--- config.mk ---
export PLATFORM = sky130hd
export DESIGN_NAME = deser400_tp_counter
export DESIGN_NICKNAME = d
export VERILOG_FILES = /design/src/rtl/deser400_tp_pkg.sv /design/src/rtl/tp_event_qual.sv /design/src/rtl/deser400_tp_counter.sv
export SDC_FILE = /design/constraint.sdc
export NUM_CORES = 1
export LEC_CHECK = 0
export CAP_MARGIN = 20
export CORE_UTILIZATION = 25
export CTS_CLUSTER_SIZE = 28
export DETAILED_ROUTE_END_ITERATION = 10
export PLACE_DENSITY = 0.45
export SLEW_MARGIN = 5
export SYNTH_ARGS = -nofsm -noshare
export SYNTH_HDL_FRONTEND = slang
export SYNTH_HIERARCHICAL = 1
export SYNTH_SLANG_ARGS = --single-unit
export TNS_END_PERCENT = 100
--- constraint.sdc ---
create_clock -name clk -period 5.4 [get_ports clk]
set_input_delay 0.81 -clock clk [delete_from_list [all_inputs] [get_ports clk]]
set_output_delay 0.81 -clock clk [all_outputs]
set_load 0.01 [all_outputs]
--- src/rtl/deser400_tp_pkg.sv ---
// Shared encodings for the deser400 test-point event counter: event qualifier
// modes and measurement FSM states.
package deser400_tp_pkg;

    localparam logic [1:0] TP_RISE = 2'd0;
    localparam logic [1:0] TP_FALL = 2'd1;
    localparam logic [1:0] TP_BOTH = 2'd2;
    localparam logic [1:0] TP_HIGH = 2'd3;

    localparam logic [1:0] IDLE  = 2'd0;
    localparam logic [1:0] COUNT = 2'd1;
    localparam logic [1:0] DONE  = 2'd2;

endpackage

--- src/rtl/tp_event_qual.sv ---
// Turns one test-point sample and its previous-cycle value into a 1-bit event
// strobe according to the selected qualifier mode.
module tp_event_qual
    import deser400_tp_pkg::*;
(
    input  logic       i_sample,
    input  logic       i_prev,
    input  logic [1:0] i_mode,
    output logic       o_event
);

    always_comb begin
        o_event = 1'b0;
        case (i_mode)
            TP_RISE: o_event = i_sample & ~i_prev;
            TP_FALL: o_event = ~i_sample & i_prev;
            TP_BOTH: o_event = i_sample ^ i_prev;
            default: o_event = i_sample;
        endcase
    end

endmodule

--- src/rtl/deser400_tp_counter.sv ---
// Gated two-channel event counter behind the deser400 test-point mux; results
// are held under a valid/ack handshake. Define DESER400_TP_COINC_EN to add the
// coincidence counter (cnt_ab/ovf_ab).
module deser400_tp_counter
    import deser400_tp_pkg::*;
#(
    parameter int CNT_W  = 16,
    parameter int GATE_W = 16
) (
    input  logic              clk,
    input  logic              reset_n,
    input  logic              start,
    input  logic [1:0]        mode,
    input  logic [GATE_W-1:0] gate_len,
    input  logic              tpa,
    input  logic              tpb,
    input  logic              ack,
    output logic              busy,
    output logic              valid,
    output logic [CNT_W-1:0]  cnt_a,
    output logic [CNT_W-1:0]  cnt_b,
    output logic              ovf_a,
`ifdef DESER400_TP_COINC_EN
    output logic [CNT_W-1:0]  cnt_ab,
    output logic              ovf_ab,
`endif
    output logic              ovf_b
);

`ifdef DESER400_TP_COINC_EN
    localparam int NCH = 3;
`else
    localparam int NCH = 2;
`endif

    logic [1:0]        r_state;
    logic [1:0]        r_mode;
    logic [GATE_W-1:0] r_win;
    logic [1:0]        r_prev;
    logic              r_valid;

    logic [1:0]        w_sample;
    logic [1:0]        w_evt;
    logic [NCH-1:0]    w_lane_evt;
    logic [CNT_W-1:0]  w_cnt [NCH];
    logic [NCH-1:0]    w_ovf;
    logic              w_start_go;
    logic              w_count_en;

    assign w_sample   = {tpb, tpa};
    assign w_start_go = (r_state == IDLE) && start;
    // A zero-length window still spends one cycle in COUNT but never counts.
    assign w_count_en = (r_state == COUNT) && (r_win != '0);

    always_ff @(posedge clk) begin
        if (!reset_n) begin
            r_prev <= 2'b00;
        end else begin
            r_prev <= w_sample;
        end
    end

    genvar gi;
    generate
        for (gi = 0; gi < 2; gi++) begin : g_qual
            tp_event_qual u_qual (
                .i_sample (w_sample[gi]),
                .i_prev   (r_prev[gi]),
                .i_mode   (r_mode),
                .o_event  (w_evt[gi])
            );
        end
    endgenerate

    assign w_lane_evt[1:0] = w_evt;
`ifdef DESER400_TP_COINC_EN
    assign w_lane_evt[2] = &w_evt;
`endif

    // Saturating counter per lane; overflow is sticky until the next start.
    generate
        for (gi = 0; gi < NCH; gi++) begin : g_lane
            logic [CNT_W-1:0] r_cnt;
            logic             r_ovf;

            always_ff @(posedge clk) begin
                if (!reset_n) begin
                    r_cnt <= '0;
                    r_ovf <= 1'b0;
                end else if (w_start_go) begin
                    r_cnt <= '0;
                    r_ovf <= 1'b0;
                end else if (w_count_en && w_lane_evt[gi]) begin
                    if (&r_cnt) begin
                        r_ovf <= 1'b1;
                    end else begin
                        r_cnt <= r_cnt + CNT_W'(1);
                    end
                end
            end

            assign w_cnt[gi] = r_cnt;
            assign w_ovf[gi] = r_ovf;
        end
    endgenerate

    always_ff @(posedge clk) begin
        if (!reset_n) begin
            r_state <= IDLE;
            r_mode  <= 2'b00;
            r_win   <= '0;
            r_valid <= 1'b0;
        end else begin
            // valid trails entry into DONE by one edge and drops with ack
            r_valid <= (r_state == DONE) && !ack;
            case (r_state)
                IDLE: begin
                    if (start) begin
                        r_state <= COUNT;
                        r_mode  <= mode;
                        r_win   <= gate_len;
                    end
                end
                COUNT: begin
                    if (r_win != '0) begin
                        r_win <= r_win - GATE_W'(1);
                    end
                    if (r_win <= GATE_W'(1)) begin
                        r_state <= DONE;
                    end
                end
                DONE: begin
                    if (ack) begin
                        r_state <= IDLE;
                    end
                end
                default: r_state <= IDLE;
            endcase
        end
    end

    assign busy  = (r_state != IDLE);
    assign valid = r_valid;
    assign cnt_a = w_cnt[0];
    assign cnt_b = w_cnt[1];
    assign ovf_a = w_ovf[0];
    assign ovf_b = w_ovf[1];
`ifdef DESER400_TP_COINC_EN
    assign cnt_ab = w_cnt[2];
    assign ovf_ab = w_ovf[2];
`endif

endmodule

======== Word-level counts from Yosys, hierarchy flattened ========
Index checks and enable logic that the tools add are counted.
storage, ports and cells
  flip-flop bits (word level) ............. 57
  bits in latches ......................... 0
  bits in writable memories ............... 0
  memory bits (read-only) ................. 0
  bits of input ports ..................... 24
  output and inout bits ................... 36
  logic and storage cells ................. 64
  memories kept ........................... 0
cells by class
  $add $sub $neg .......................... 3
  $mul .................................... 0
  divide/modulo/power cells ............... 0
  magnitude comparators ................... 1
  eq/ne operators ......................... 8
  shift operators ......................... 0
  multiplexer cells ....................... 9
  bitwise gates (word level) .............. 13
  reduce and logical (&&, ||, !) cells .... 21
operators by type and width
  cell                                                             number
  AND reduction 17 bit                                             2
  adder 16 x 1 -> 16 bit, second input constant                    2
  2-to-1 mux 16 bit                                                2
  one-hot mux 16 bit (2 select lines)                              1
  AND reduction 16 bit                                             2
  less-or-equal comparator 16 x 1 -> 1 bit, second input constant  1
  nonzero test 16 bit                                              1
  subtractor 16 x 1 -> 16 bit, second input constant               1
  inverter 1 bit                                                   7
  2-to-1 mux 2 bit                                                 3
  one-hot mux 1 bit (3 select lines)                               2
  one-hot mux 2 bit (3 select lines)                               1
  AND reduction 2 bit                                              3
  AND reduction 3 bit                                              2
  logical AND 1 bit                                                5
  AND 1 bit                                                        4
  == test 2 x 1 -> 1 bit, second input constant                    2
  == test 2 bit, second input constant                             2
  zero test 2 bit                                                  2
  inequality test 2 x 1 -> 1 bit, second input constant            2
  inequality test 2 bit, second input constant                     2
  nonzero test 2 bit                                               2
  OR reduction 2 bit                                               1
  bitwise XOR 1 bit                                                2
  zero test 1 bit                                                  1

======== Longest topological paths before layout ========
Gate-level depths: netlist of run 1.
  depth in word-level cells ............... 5
  depth in mapped cells ................... 9
  depth with buffers taken out ............ 8

======== Hierarchy ========
Netlist of run 1, hierarchy kept.
by module, submodules not included
  module               times used  cells an instance  area an instance (µm²)  sequential area each (µm²)
  deser400_tp_counter  1           366                3091.7                  1141.1
  tp_event_qual        2           6                  58.8                    0.0

======== Worst setup path before layout of run 1 ========
OpenSTA, ideal clock, no wires.
  path kind ............................... input-to-reg
  start ................................... in tpb
  end ..................................... reg g_lane[1].r_cnt[12], in the netlist cnt_b[12]
  library setup time ...................... 0.058 ns
  data arrival time ....................... 2.280 ns
  data required time ...................... 5.342 ns
  setup slack ............................. 3.062 ns
  stages on the path ...................... 9
  buffers on the path ..................... 1
  cell sequence ........................... inv_1 -> ha_1 -> inv_1 -> mux4_2 -> nand2_1 -> buf_2 -> nor4_1 -> a31oi_1 -> o21a_1
between the ends
  cells in the longest elaborated chain, start to end .. 5
  elaborated cells on any way between the ends .. 7
  classes of those cells .................. mux: 1; bitwise: 4; reduce/logical: 2
RTL lines
  element                                 RTL line                   text
  start, declared                         deser400_tp_counter.sv:16  input logic tpb,
  inverter 1 bit                          tp_event_qual.sv:16        TP_FALL: o_event = ~i_sample & i_prev;
  AND 1 bit                               tp_event_qual.sv:16
  one-hot mux 1 bit (3 select lines) (*)  tp_event_qual.sv:14        case (i_mode)
  net w_evt[1]                            deser400_tp_counter.sv:43  logic [1:0] w_evt;
  logical AND 1 bit (*)                   deser400_tp_counter.sv:93  end else if (w_count_en && w_lane_evt[gi]) begin
  AND reduction 2 bit (no line) (*)       n/a
  end signal, assigned                    deser400_tp_counter.sv:97  r_cnt <= r_cnt + CNT_W'(1);
  end, declared                           deser400_tp_counter.sv:83  logic [CNT_W-1:0] r_cnt;
Mark *: on every way through the listed nets, which the timed path passes. The rest lies on a longest branch.
A chain may end at the register's enable or synchronous reset.

======== Worst setup path after layout of run 1 ========
  start ................................... in tpb
  end ..................................... reg g_lane[1].r_cnt[11], in the netlist cnt_b[11]
The elaborated chain is that of the path after synthesis.

==> results of run 1 <==
## Yosys cell counts (3+ instances only)
| library cell | number |
|---|---|
| nor2_1 | 28 |
| and2_1 | 5 |
| buf_6 | 3 |
| ha_1 | 9 |
| nor2b_1 | 3 |
| o211ai_1 | 3 |
| clkbuf_1 | 10 |
| dfxtp_1 | 57 |
| or3_1 | 7 |
| nor4_1 | 7 |
| xnor2_1 | 12 |
| o21ai_0 | 18 |
| nand4b_1 | 3 |
| or4_1 | 9 |
| a21boi_0 | 3 |
| inv_1 | 9 |
| nand4_1 | 7 |
| nor3_1 | 6 |
| a21oi_1 | 26 |
| nand2_1 | 41 |
| nand3_1 | 24 |
| a31o_2 | 5 |
| and4_1 | 4 |
| a31oi_1 | 4 |
| a2111oi_2 | 3 |
| buf_2 | 4 |
| o31ai_1 | 13 |
| and3_1 | 11 |
## logic make-up (layout without fill, tap and decap cells)
logic type / count (synthesis) / count (layout) / share of synthesized area, %
muxes: 3 / 3 / 1.72
DFF: 57 / 57 / 35.6
AOI/OAI and AO/OA: 97 / 97 / 21.5
adders and majority gates: 9 / 9 / 3.51
buffers and inverters: 28 / 86 / 4.25
xor gates and xnor gates: 14 / 14 / 3.82
and+or+nand+nor: 170 / 170 / 29.7
## cell type report
class | count | area share, %
multi-input combinational | 293 | 46.1
timing repair buffer | 63 | 14.8
clock inverter | 1 | 0.120
tap | 172 | 5.14
sequential | 57 | 27.2
clock buffer | 13 | 5.74
inverter | 9 | 0.807
## flip-flops by register name, indices dropped and copies added, names as in the netlist
signal	count
r_mode	2
r_win	16
valid	1
r_state	2
r_prev	2
cnt_b	16
ovf_b	1
ovf_a	1
cnt_a	16
## per-layer routing
| metal | share of wire [%] | up-vias |
|---|---|---|
| met4 | 1.0 | 0 |
| li1 | - | 1533 |
| met5 | 0 | - |
| met2 | 44 | 59 |
| met1 | 52 | 1408 |
| met3 | 3.6 | 5 |
## power breakdown
group	internal, mW	switching, mW
combinational	0.0925	0.139
clock	0.304	0.178
sequential	0.443	0.0278
## cells in the final DEF, fill, tap and decap left out, types with 3 or more instances in the layout
cell type / netlist / final
a2111oi_2: 3 / 3
a21boi_0: 3 / 3
a21oi_1: 26 / 26
a31o_2: 5 / 5
a31oi_1: 4 / 4
and2_1: 5 / 5
and3_1: 11 / 11
and4_1: 4 / 4
buf_4: 1 / 4
clkbuf_1: 10 / 4
clkbuf_16: 0 / 9
clkdlybuf4s50_1: 0 / 59
dfxtp_1: 57 / 57
ha_1: 9 / 9
inv_1: 9 / 9
nand2_1: 41 / 41
nand3_1: 24 / 24
nand4_1: 7 / 7
nand4b_1: 3 / 3
nor2_1: 28 / 28
nor2b_1: 3 / 3
nor3_1: 6 / 6
nor4_1: 7 / 7
o211ai_1: 3 / 3
o21ai_0: 18 / 18
o31ai_1: 13 / 13
or3_1: 7 / 7
or4_1: 9 / 9
xnor2_1: 12 / 12
## worst min-delay path, stage by stage (launching register included)
cell and delay (ns):
dfxtp_1 0.33, a21oi_1 0.05, nor2_1 0.07
## path summary, 6_finish.rpt
check,endpoint,slack [ns],depth (start not counted)
setup / recovery,cnt_b[11]$_SDFFE_PP0P_,2.49,9
hold / removal,ovf_b$_SDFFE_PP0P_,0.49,2
setup reg to reg,r_win[7]$_SDFFE_PN0P_,2.98,7
hold reg to reg,ovf_b$_SDFFE_PP0P_,0.49,2
## stage by stage
step | hold slack, ns | setup WS, ns | instance area, um^2 | cells | util, %
after floorplan | 0.455 | 3.06 | 3210 | 378 | -
after global placement | 0.459 | 2.24 | 3940 | 594 | 31.4
after detailed placement | 0.467 | 2.15 | 3940 | 594 | 31.4
after CTS | 0.481 | 2.49 | 4190 | 608 | 33.3
after global routing | 0.500 | 2.26 | 4190 | 608 | 33.3
final | 0.485 | 2.49 | 4190 | 608 | 33.3
==> results.toml, run 1 <==
[clock_network]
cts_made_buffers = 9
tritoncts = "yes"
path_clk_slew_ns = 0.05
htreeDepth = 3
clock-sinks = 57
clockBufferDepth = 2
clock_latency_ns = 0.32
cts-resized-gates = 0
hold_buffers = 0
root_buffer = "clkbuf_16"
cts_setup_buffers = 0

[worst_setup_path]
path_buf_inv = 3
crit_type = "in -> reg"
critPathCaptureType = "register"
reg2reg_from = "r_win[0]$_SDFFE_PN0P_"
cp-start-kind = "input port"
critPathLaunch = "tpb"
cp_slowest_cell = "clkdlybuf4s50_1"
worstPathArrival_ns = 3.12
max_stage_delay_ns = 0.53
crit_family = "simple AND/OR/NAND/NOR gates"
crit_top_cell = "inv_1"
required_ns = 5.61
path_cells = "clkdlybuf4s50_1, inv_1, ha_1, inv_1, mux4_2, nand2_1, nor4_2, a21oi_1, a31o_2"
path_max_fanout = 13

[floorplanning]
fp.dieW_um = 115
die_h_um = 115
rows = 41
core_mm2 = 0.0126
ios = 60
start_util_pct = 25.5
die_area_mm2 = 0.0133

[logic_synthesis]
async_flop_share_pct = 0
ys_types = 64
yosys.area.top_type_share_pct = 35.6
seq_area_frac_synth_pct = 35.6
syn-num-nets = 411
netlist_top_cells_area = "dfxtp_1 (36%), nand2_1 (4.8%), a21oi_1 (4.1%), nand3_1 (3.7%), ha_1 (3.5%)"
synth_ff_type = "dfxtp_1"
synth_seq_cells = 57
synth_warnings = 6
synth_top_cell_by_area = "dfxtp_1"
synth_edf_count = 0
syn_area_per_cell_um2 = 8.49
synth_area_mm2 = 0.00321
netlist_instances = 378

[sta]
finalMaxSlewViolations = 0
period_share_pct = 53.9
skew_ns = 0.00477
period_needed_ns = 2.91
setup_tns_ns = 0
final_hold_viol_count = 0
rsz0062_at_grt = "false"
maxSlewHeadroom_pct = 39.0
fmax_ghz = 0.344
worst_slew_pin_slew_ns = 0.911
setup_viol = 0

[status]
status = "completed"

[routing]
num_vias = 3005
routed_wl_mm = 8.64
viasPerCell = 4.94
firstDrtPassIters = 4
antenna_left = 0
drt-initial-drc-count = 172
drc = 0
post_drt_wl_per_cell_um = 14.2

[global_route]
grt_pass1_wl_mm = 14.0
grt_max_degree = 36
global_route.usage.met3_pct = 3.64
gr-usage-met2_pct = 20.5
antenna_found_initial = 0
grt_pass1_vias = 2662
busiest_layer = "met2"
grt_use_met1_pct = 18.6
grt-ovfl-total = 0
grtUsageTotal_pct = 13.7

[placement]
place_congestion = 0.753
dp_hpwl_mm = 6.09
port_buffers = 59

[layout]
multi_input_area_mm2 = 0.00193
drive_above_1_share_pct = 8.72
register_area_mm2 = 0.00114
antennaDiodeCount = 0
nFillCells = 1319
area.growth.synth_to_final_pct = 30.5
final_nets = 466

[min_path]
holdCritStartpoint = "ovf_b$_SDFFE_PP0P_"
hold_class = "reg -> reg"

[power]
power_mw = 1.18
p_per_area_mw_per_mm2 = 283
p_leak_nw = 1.44
ir_drop_uv = 133

[run]
maxCapViolations = 0
Power figures use the tool's default switching activity.
==> run 2, diff against run 1 <==
- clock period: 5.4 -> 2.82 ns (I/O delays scaled with it)
==> results.toml, run 2 (synthesis gave the netlist of run 1 again) <==
[sta]
setup_tns_ns = 0
final_hold_viol_count = 0
skew_ns = 0.00941
period_needed_ns = 2.42
worst_slew_pin_slew_ns = 0.614
finalMaxSlewViolations = 0
rsz0062_at_grt = "false"
setup_slack_ns = 0.399
maxSlewHeadroom_pct = 58.7
setup_viol = 0
fmax_ghz = 0.413
period_share_pct = 85.8

[global_route]
grt_max_degree = 27
grtUsageTotal_pct = 14.4
grt_pass1_wl_mm = 14.8
grt_pass1_vias = 2901
antenna_found_initial = 0
grt-ovfl-total = 0

[worst_setup_path]
r2r_end = "r_win[7]$_SDFFE_PN0P_"
path_max_fanout = 17
max_stage_delay_ns = 0.62
crit_type = "reg -> reg"
reg2reg_from = "r_win[0]$_SDFFE_PN0P_"
ff2ff_setup_slack_ns = 0.40
required_ns = 3.03
cp-start-kind = "register"
r2r_cells = 7
critPathCaptureType = "register"
path_buf_inv = 1
cp_slowest_cell = "and4_2"
worstPathArrival_ns = 2.63
path_cells = "inv_1, ha_1, nor4b_1, and4_2, o21ai_4, and3_1, a31o_1"
crit_family = "simple AND/OR/NAND/NOR gates"

[power]
p_leak_nw = 1.52
power_frac_clock_pct = 45.1
ir_drop_uv = 271
switching_share_pct = 28.0
seq_power_share_pct = 36.2
internal-power_mw = 1.80
pwr-share-comb_pct = 18.7
p_per_area_mw_per_mm2 = 577
p_sw_uw = 697
power_mw = 2.49

[floorplanning]
core_mm2 = 0.0126
ios = 60
die_area_mm2 = 0.0133
start_util_pct = 25.5
rows = 41
fp.dieW_um = 115
die_h_um = 115

[min_path]
hold_depth = 2
hold_class = "reg -> reg"
holdCritStartpoint = "ovf_b$_SDFFE_PP0P_"
min_to = "ovf_b$_SDFFE_PP0P_"

[layout]
final_cell_mix = "clkdlybuf4s50_1 (59), dfxtp_1 (57), nand2_1 (41)"
fin_cells = 618
drive_above_1_share_pct = 11.2
register_area_mm2 = 0.00114
final_common_cell = "clkdlybuf4s50_1"
multi_input_area_mm2 = 0.00193
nFillCells = 1323
antennaDiodeCount = 0
finalInstanceArea_mm2 = 0.00432
area.growth.synth_to_final_pct = 34.7
final_nets = 474

[clock_network]
cts_made_buffers = 9
clockBufferDepth = 2
clock-sinks = 57
clock_latency_ns = 0.33
root_buffer = "clkbuf_16"
hold_buffers = 0
htreeDepth = 3
tritoncts = "yes"
cts_setup_buffers = 0
cts-resized-gates = 0
path_clk_slew_ns = 0.05

[run]
maxCapViolations = 0

[placement]
dp_cells = 602
dp_hpwl_mm = 6.40
port_buffers = 59
postPlaceCellArea_mm2 = 0.00402
place_congestion = 0.763
post-place-ws_ns = 0.103

[status]
status = "completed"

[routing]
viasPerCell = 4.96
num_vias = 3067
drt-initial-drc-count = 132
routed_wl_mm = 8.85
post_drt_wl_per_cell_um = 14.3
antenna_left = 0
drc = 0
firstDrtPassIters = 4
run 2: changes by cell type in the layout (fill, tap and decap cells not counted), sizes merged:
cell and change:
buf +8, bufinv +1, clkbuf +1
run 2: area by class of cell:
class / count / area share [%]
tap: 172 / 4.98
clock buffer: 14 / 6.34
timing repair buffer: 71 / 16.0
clock inverter: 2 / 0.810
sequential: 57 / 26.4
inverter: 9 / 0.781
multi-input combinational: 293 / 44.7
run 2: metrics by stage:
step           util [%]  hold WS (ns)
6_report           34.4         0.476
5_1_grt            34.4         0.525
4_1_cts            34.4         0.474
3_5_place_dp       31.9         0.460
3_3_place_gp       31.9         0.462
2_1_floorplan         -         0.455
run 2: power groups by stage:
| stage | logic [mW] | clock network [mW] | registers [mW] |
|---|---|---|---|
| CTS | 0.472 | 1.16 | 0.902 |
| detailed placement | 0.470 | 0 | 0.918 |
| global placement | 0.469 | 0 | 0.918 |
| finish | 0.467 | 1.12 | 0.902 |
| global route | 0.526 | 1.19 | 0.910 |
| floorplan | 0.332 | 0 | 0.905 |
run 2: worst max-delay path by stage:
stage | to | depth (start not counted) | start | slack (ns)
final | r_win[7]$_SDFFE_PN0P_ | 7 | r_win[0]$_SDFFE_PN0P_ | 0.40
after global routing | r_win[7]$_SDFFE_PN0P_ | 7 | r_win[0]$_SDFFE_PN0P_ | 0.17
after CTS | r_win[7]$_SDFFE_PN0P_ | 7 | r_win[0]$_SDFFE_PN0P_ | 0.38
after detailed placement | cnt_b[9]$_SDFFE_PP0P_ | 10 | tpb | 0.10
after global placement | cnt_a[13]$_SDFFE_PP0P_ | 9 | tpa | 0.17
after floorplan | cnt_b[12]$_SDFFE_PP0P_ | 9 | tpb | 0.87
run 2: worst min-delay path, stage by stage, from the launching register on:
cell,delay (ns)
dfxtp_1,0.33
a21oi_1,0.04
nor2_1,0.07
run 2: metal layers:
metal	wire length (um)	track usage, %
met5	0	0
met4	136	5.54
met3	437	3.58
met2	3950	22.0
met1	4330	19.4
==> run 3, diff against run 2 <==
- CORE_UTILIZATION: 25 -> 42
- PLACE_DENSITY: 0.45 -> 0.68
==> results.toml, run 3 (synthesis gave the netlist of run 1 again) <==
[status]
status = "completed"

[routing]
drt-initial-drc-count = 138
routed_wl_mm = 7.84
firstDrtPassIters = 4
antenna_left = 0
post_drt_wl_per_cell_um = 14.4
num_vias = 3078
viasPerCell = 5.66
drc = 0

[sta]
worst_slew_pin_slew_ns = 0.821
period_needed_ns = 2.44
period_share_pct = 86.7
setup_tns_ns = 0
skew_ns = 0.00631
final_hold_viol_count = 0
rsz0062_at_grt = "false"
fmax_ghz = 0.409
maxSlewHeadroom_pct = 44.9
setup_viol = 0
finalMaxSlewViolations = 0

[worst_setup_path]
cp-start-kind = "input port"
path_max_fanout = 10
worstPathArrival_ns = 2.67
crit_type = "in -> reg"
critPathCaptureType = "register"
r2r_cells = 7
required_ns = 3.05

[clock_network]
cts_setup_buffers = 0
tritoncts = "yes"
cts_made_buffers = 9
hold_buffers = 0
clock_latency_ns = 0.34
htreeDepth = 3
clock-sinks = 57
clockBufferDepth = 2
path_clk_slew_ns = 0.07
root_buffer = "clkbuf_8"
cts-resized-gates = 0

[layout]
fin_util_pct = 56.1
drive_above_1_share_pct = 11.0
antennaDiodeCount = 0
nFillCells = 662
final_nets = 473
finalInstanceArea_mm2 = 0.00411
area.growth.synth_to_final_pct = 28.1
final_common_cell = "clkdlybuf4s50_1"
final_cell_mix = "clkdlybuf4s50_1 (59), dfxtp_1 (57), nand2_1 (41)"

[global_route]
grtUsageTotal_pct = 21.1
grt_pass1_vias = 2752
grt-ovfl-total = 0
grt_max_degree = 28
grt_pass1_wl_mm = 13.0
antenna_found_initial = 0

[power]
p_per_area_mw_per_mm2 = 524
p_leak_nw = 1.46
ir_drop_uv = 270
power_mw = 2.16

[run]
maxCapViolations = 0

[placement]
port_buffers = 59
place_congestion = 0.829
dp_hpwl_mm = 5.58
postPlaceCellArea_mm2 = 0.00390

[min_path]
hold_class = "reg -> reg"
hold_depth = 2

[floorplanning]
start_util_pct = 43.8
die_h_um = 89.4
rows = 31
core_mm2 = 0.00733
die_area_mm2 = 0.00800
fp.dieW_um = 89.4
ios = 60
[run 3: cell count changes in the layout (fill, tap and decap cells not counted)]
cell       before  now
clkbuf_8        3   12
buf_12          1    0
clkbuf_16       9    0
[run 3: metal layers]
metal  GRT usage (%)  part of all wire, %  vias up
li1                -                    -     1551
met1            27.2                   48     1439
met2            34.1                   46       76
met3            4.99                  4.3       12
met4            8.08                  1.4        0
met5               0                    0        -
[run 3: final timing paths]
kind                            slack [ns]                     end                  start
worst max-delay path                  0.38  cnt_b[11]$_SDFFE_PP0P_                    tpb
worst min-delay path                  0.49   cnt_a[6]$_SDFFE_PP0P_  cnt_a[6]$_SDFFE_PP0P_
worst max register to register        0.43   r_win[7]$_SDFFE_PN0P_  r_win[0]$_SDFFE_PN0P_
worst min register to register        0.49   cnt_a[6]$_SDFFE_PP0P_  cnt_a[6]$_SDFFE_PP0P_
[run 3: where the power goes]
group          internal [mW]  switching [mW]
sequential             0.847          0.0539
combinational          0.186           0.263
clock                  0.480           0.327
total                   1.51           0.644
[run 3: critical path, stage by stage]
cell,delay (ns)
clkdlybuf4s50_1,0.55
inv_1,0.07
ha_1,0.29
inv_1,0.05
mux4_2,0.22
nand2_1,0.24
nor4_2,0.48
a21oi_1,0.13
a31o_2,0.22
[run 3: per-stage QoR]
step | std cells | setup WS [ns] | hold slack [ns]
finish | 544 | 0.376 | 0.489
global route | 544 | 0.233 | 0.516
CTS | 544 | 0.382 | 0.494
detailed placement | 528 | 0.0298 | 0.476
global placement | 528 | 0.104 | 0.452
floorplan | 378 | 0.869 | 0.455
[run 3: area by class of cell]
class                   instances  area (um^2)  share of cell area (%)
flip-flops and latches         57         1140                    27.8
clock inverters                 2         35.0                   0.852
clock buffers                  14          173                    4.20
well taps                      99          124                    3.01
repair buffers                 70          673                    16.4
multi-input cells             293         1930                    47.0
inverters                       9         33.8                   0.822
